**src/rtl/wb_arbiter.sv**
```systemverilog
// Write-back arbiter: assigns the scalar and vector register-file ports each cycle,
// parks conflicting vector results in a one-entry buffer and throttles vector issue on scalar starvation.
module wb_arbiter #(
  parameter int STARVE_MAX = 4
) (
  input  logic       clk,
  input  logic       rst,
  input  logic       scalar_pipeline_we,
  input  logic [3:0] scalar_pipeline_mask,
  input  logic       vector_pipeline_we,
  input  logic [3:0] vector_pipeline_mask,
  output logic       scalar_we_out,
  output logic [3:0] scalar_mask_out,
  output logic       scalar_stall,
  output logic       register_wb_sel,
  output logic       vector_wb_sel,
  output logic       buffer_register_sel,
  output logic       buffer_vector_sel,
  output logic       buffer_register,
  output logic       buffer_vector,
  output logic       vector_issue_hold
);

  localparam int CNT_W = (STARVE_MAX < 1) ? 1 : $clog2(STARVE_MAX + 1);
  localparam logic [CNT_W-1:0] CNT_MAX = CNT_W'(STARVE_MAX);

  function automatic logic [CNT_W-1:0] sat_inc(input logic [CNT_W-1:0] v);
    if (v == CNT_MAX) return v;
    return v + CNT_W'(1);
  endfunction

  logic             s_reg, s_vec, v_reg, v_vec;
  logic             s_reg_e, s_vec_e;
  logic             capture;
  logic             pend_reg_p1, pend_vec_p1;
  logic [CNT_W-1:0] starve_cnt_p1;
  logic [CNT_W-1:0] starve_cnt_nxt;

  // Stage p0: request decode and port resolution against the buffered entry
  always_comb begin
    s_reg = scalar_pipeline_we;
    s_vec = |scalar_pipeline_mask;
    v_reg = vector_pipeline_we;
    v_vec = |vector_pipeline_mask;

    // A pending entry owns its ports outright, so the scalar side yields whole.
    scalar_stall = (s_reg & pend_reg_p1) | (s_vec & pend_vec_p1);
    s_reg_e      = s_reg & ~scalar_stall;
    s_vec_e      = s_vec & ~scalar_stall;

    // Any lost port sends the entire live vector result to the buffer.
    capture = (v_reg & (pend_reg_p1 | s_reg_e)) | (v_vec & (pend_vec_p1 | s_vec_e));

    scalar_we_out       = s_reg_e;
    scalar_mask_out     = scalar_stall ? 4'b0000 : scalar_pipeline_mask;
    buffer_register     = capture;
    buffer_vector       = capture;
    register_wb_sel     = pend_reg_p1 | (v_reg & ~capture);
    buffer_register_sel = pend_reg_p1;
    vector_wb_sel       = pend_vec_p1 | (v_vec & ~capture);
    buffer_vector_sel   = pend_vec_p1;
  end

  always_comb begin
    starve_cnt_nxt = starve_cnt_p1;
    if (scalar_stall)
      starve_cnt_nxt = sat_inc(starve_cnt_p1);
    else if (s_reg | s_vec)
      starve_cnt_nxt = '0;
  end

  // Stage p1: buffer occupancy and starvation counter
  always_ff @(posedge clk) begin
    if (rst) begin
      pend_reg_p1   <= 1'b0;
      pend_vec_p1   <= 1'b0;
      starve_cnt_p1 <= '0;
    end else begin
      pend_reg_p1   <= capture & v_reg;
      pend_vec_p1   <= capture & v_vec;
      starve_cnt_p1 <= starve_cnt_nxt;
    end
  end

  assign vector_issue_hold = (starve_cnt_p1 == CNT_MAX);

endmodule

```
**config.mk**
```make
export PLATFORM = sky130hd
export DESIGN_NAME = wb_arbiter
export DESIGN_NICKNAME = d
export VERILOG_FILES = /design/src/rtl/wb_arbiter.sv
export SDC_FILE = /design/constraint.sdc
export NUM_CORES = 1
export LEC_CHECK = 0
export CAP_MARGIN = 20
export CORE_AREA = 3 3 40 42
export CTS_CLUSTER_DIAMETER = 40
export DETAILED_ROUTE_END_ITERATION = 12
export DIE_AREA = 0 0 43 45
export PLACE_DENSITY = 0.79
export SKIP_LAST_GASP = 1
export SLEW_MARGIN = 20
export SYNTH_ARGS = -nofsm -noshare
export SYNTH_HDL_FRONTEND = slang
export SYNTH_SLANG_ARGS = --single-unit
```
**constraint.sdc**
```tcl
create_clock -name clk -period 1.6 [get_ports clk]
set_input_delay 0.32 -clock clk [delete_from_list [all_inputs] [get_ports clk]]
set_output_delay 0.32 -clock clk [all_outputs]
set_load 0.03 [all_outputs]
```
==> impl_metrics.yaml <==
synthesis:
  syn_nets: 65
  avgSynthCellArea_um2: 7.78
  yosysTopAreaCellShare_pct: 25.2
  synthTopCellsByArea: "dfxtp_1 (25%), a21oi_1 (7.6%), and3_1 (6.3%), ha_1 (6.3%), inv_1 (4.7%)"
  synth_seq_cells: 5
  synth_xor_area_share_pct: 0
  yosys-top-cells-count: "a21oi_1 (6), dfxtp_1 (5), inv_1 (5)"
  ys_seq_area_share_pct: 25.2
  synth_cells: 51
  synth_top_area_cell: "dfxtp_1"
  yosys_warnings: 0
  synth_top_family_by_area: "simple AND/OR/NAND/NOR gates"
  synth_edf_count: 0
  synth-simple-area-share_pct: 31.9
  synth_async_sr_flop_share_pct: 0
  synth_mux_area_share_pct: 0
  synth_area_um2: 397
  ys_types: 26
  synth.most_common_cell: "a21oi_1"
  synth-adder-area-share_pct: 6.31
  synth-compound-area-share_pct: 30.0
  synth_top_flop_cell: "dfxtp_1"
detailed_routing:
  routed_wl_um: 1630
  drt_iter0_markers: 16
  top_layer: "met3"
  ant_nets: 0
  num_vias: 583
  met2WireLength_um: 890
  wl_met1_um: 641
  wl_per_cell_um: 14.0
  first_pass_iters: 4
  drc_errors: 0
  dr_wl_met3_um: 97
  viasPerCell: 5.03
status:
  failed_checks: "negative setup slack"
  outcome: "finished with violations"
setup_path:
  worstPathCellList: "buf_6 -> or4_4 -> buf_6 -> a21oi_2 -> o21ai_1 -> nand2_2 -> buf_6"
  crit_slowest_cell: "or4_4"
  crit_path_end_kind: "output port"
  cp.required_ns: 1.28
  crit_fanout: 3
  startpoint_type: "primary input"
  critPathMaxStageDelay_ns: 0.57
  arrival_ns: 1.51
  cpMostUsedCell: "buf_6"
  crit_type: "primary input to output port"
cts:
  cts_tree: "yes"
  cts.clk_slew.worst_paths_ns: 0.04
  cts.sinks: 5
  ctsHoldBuffers: 0
  h-tree-depth: 1
  clk_latency_ns: 0.23
  cts_buffers: 3
  cts_root_buf: "clkbuf_4"
  clock_path_buffers: 2
placed_design:
  dp_hpwl_um: 1110
  portBuffers: 24
  gp_congestion: 0.783
  dp_cells: 107
floorplanning:
  die-width_um: 43
  die_h_um: 45
  initial_core_util_pct: 30.9
  dieArea_mm2: 0.00194
  rows: 13
  io_pins: 25
  core_area_mm2: 0.00128
sta:
  fin_crit_sh_pct: 115
  rsz0062_at_grt: "true"
  finalHoldViolCount: 0
  slew_headroom_pct: 78.1
  skew_ns: 0.000141
  fmax_ghz: 0.546
  worst_slew_pin_slew_ns: 0.326
  setup_ws_ns: -0.232
  min_period_ns: 1.83
  drv_slew: 0
  setup_viol: 6
global_routing:
  grt_max_degree: 9
  grt_pass1_vias: 610
  grt_use_total_pct: 16.2
  grt-ovfl-total: 0
  antenna_found_initial: 0
  grt_pass1_wl_um: 2460
layout:
  multi_input_area_um2: 340
  fillCellCount: 110
  seqCellArea_um2: 105
  instances_no_fill: 116
  final_util_pct: 70.0
  diodes: 0
  area_growth_pct: 127
  final_layout_size_suffix_gt1_share_pct: 62.4
  nNetsFinal: 116
run:
  maxCapViolCount: 0
pwr:
  power-per-cell-area_mw_per_mm2: 604
  ir_drop_v: 0.000355
  power.leakage_nw: 0.432
hold_path:
  hold_class: "flip-flop to flip-flop"
## critical path: cells and delay by family
kind                   cells  cell delay (ns)
buffers and inverters      3             0.36
AO/OA/AOI/OAI              2             0.18
AND/OR/NAND/NOR            2             0.64
## logic make-up (layout without fill, tap and decap cells)
| logic type | count (synthesis) | count (layout) |
|---|---|---|
| AO/OA/AOI/OAI | 17 | 17 |
| adder cells (fa/ha/maj) | 2 | 2 |
| buffers and inverters | 6 | 56 |
| flip-flops | 5 | 5 |
| AND/OR/NAND/NOR | 21 | 21 |
## sequential cells by signal, summed over array words and instances, names as in the netlist
name	cells
buffer_register_sel	1
buffer_vector_sel	1
starve_cnt_p1	3
## area by class of cell
type                       count  area share [%]
timing repair buffer          47            43.4
multi-input combinational     40            37.8
sequential                     5            11.7
clock buffer                   4            2.92
inverter                       5            2.09
tap                           15            2.09
## layout by cell type, fill, tap and decap left out
cell              n
nand2b_1          1
o41ai_4           1
clkbuf_1          1
clkbuf_4          3
nand2_2           3
a21oi_4           1
inv_1             4
a211oi_1          1
and3_2            1
nand2_1           2
and3_4            1
inv_2             1
nand3_1           1
o21ai_1           2
buf_4            25
o22ai_2           1
a21oi_2           2
buf_2             3
a21oi_1           4
a21o_1            2
ha_1              2
clkbuf_2          2
clkdlybuf4s15_1   1
nand4_1           1
dfxtp_2           1
and3_1            3
nor3_1            1
nor3b_1           1
or4_4             2
buf_6            10
clkdlybuf4s50_1   2
o21ai_0           2
nor2_2            1
dfxtp_4           1
dfxtp_1           3
dlygate4sd2_1     4
nor4_2            2
nor3_4            1
a2bb2oi_2         1
## worst paths after layout
check	start	cells after the start	to	slack, ns
hold reg to reg	starve_cnt_p1[0]	2	starve_cnt_p1[0]	0.51
setup / recovery	scalar_pipeline_mask[0]	7	vector_wb_sel	-0.23
setup reg to reg	buffer_vector_sel	7	starve_cnt_p1[2]	0.32
hold / removal	starve_cnt_p1[0]	2	starve_cnt_p1[0]	0.51
## metal layers
metal | GRT usage (%) | vias to the layer above
met5 | 0 | -
met4 | 3.61 | 0
met3 | 3.19 | 0
met2 | 32.9 | 24
met1 | 17.0 | 269
li1 | - | 290
## where the power goes
group / switching [mW] / leakage [nW] / internal [mW]
Clock: 0.0456 / 0.0150 / 0.0939
Combinational: 0.134 / 0.376 / 0.129
Sequential: 0.00743 / 0.0419 / 0.133
## repair_timing
| item | in CTS | in global routing |
|---|---|---|
| gates resized for setup | 67 | 9 |
| pin swaps | 10 | 8 |
| endpoints found under the setup margin | 17 | 10 |
| buffers inserted | 3 | 2 |
## metrics by stage
stage	power (mW)	setup TNS (ns)	hold slack (ns)	instance area (um2)	setup WS, ns
after floorplan	0.246	-0.208	0.389	403	-0.181
after detailed placement	0.372	-7.37	0.500	768	-0.983
after global placement	0.367	-6.85	0.492	768	-0.960
after global routing	0.575	-1.35	0.520	900	-0.276
final	0.543	-1.13	0.507	900	-0.232
after CTS	0.534	-1.20	0.508	873	-0.272
Power figures use the tool's default switching activity.
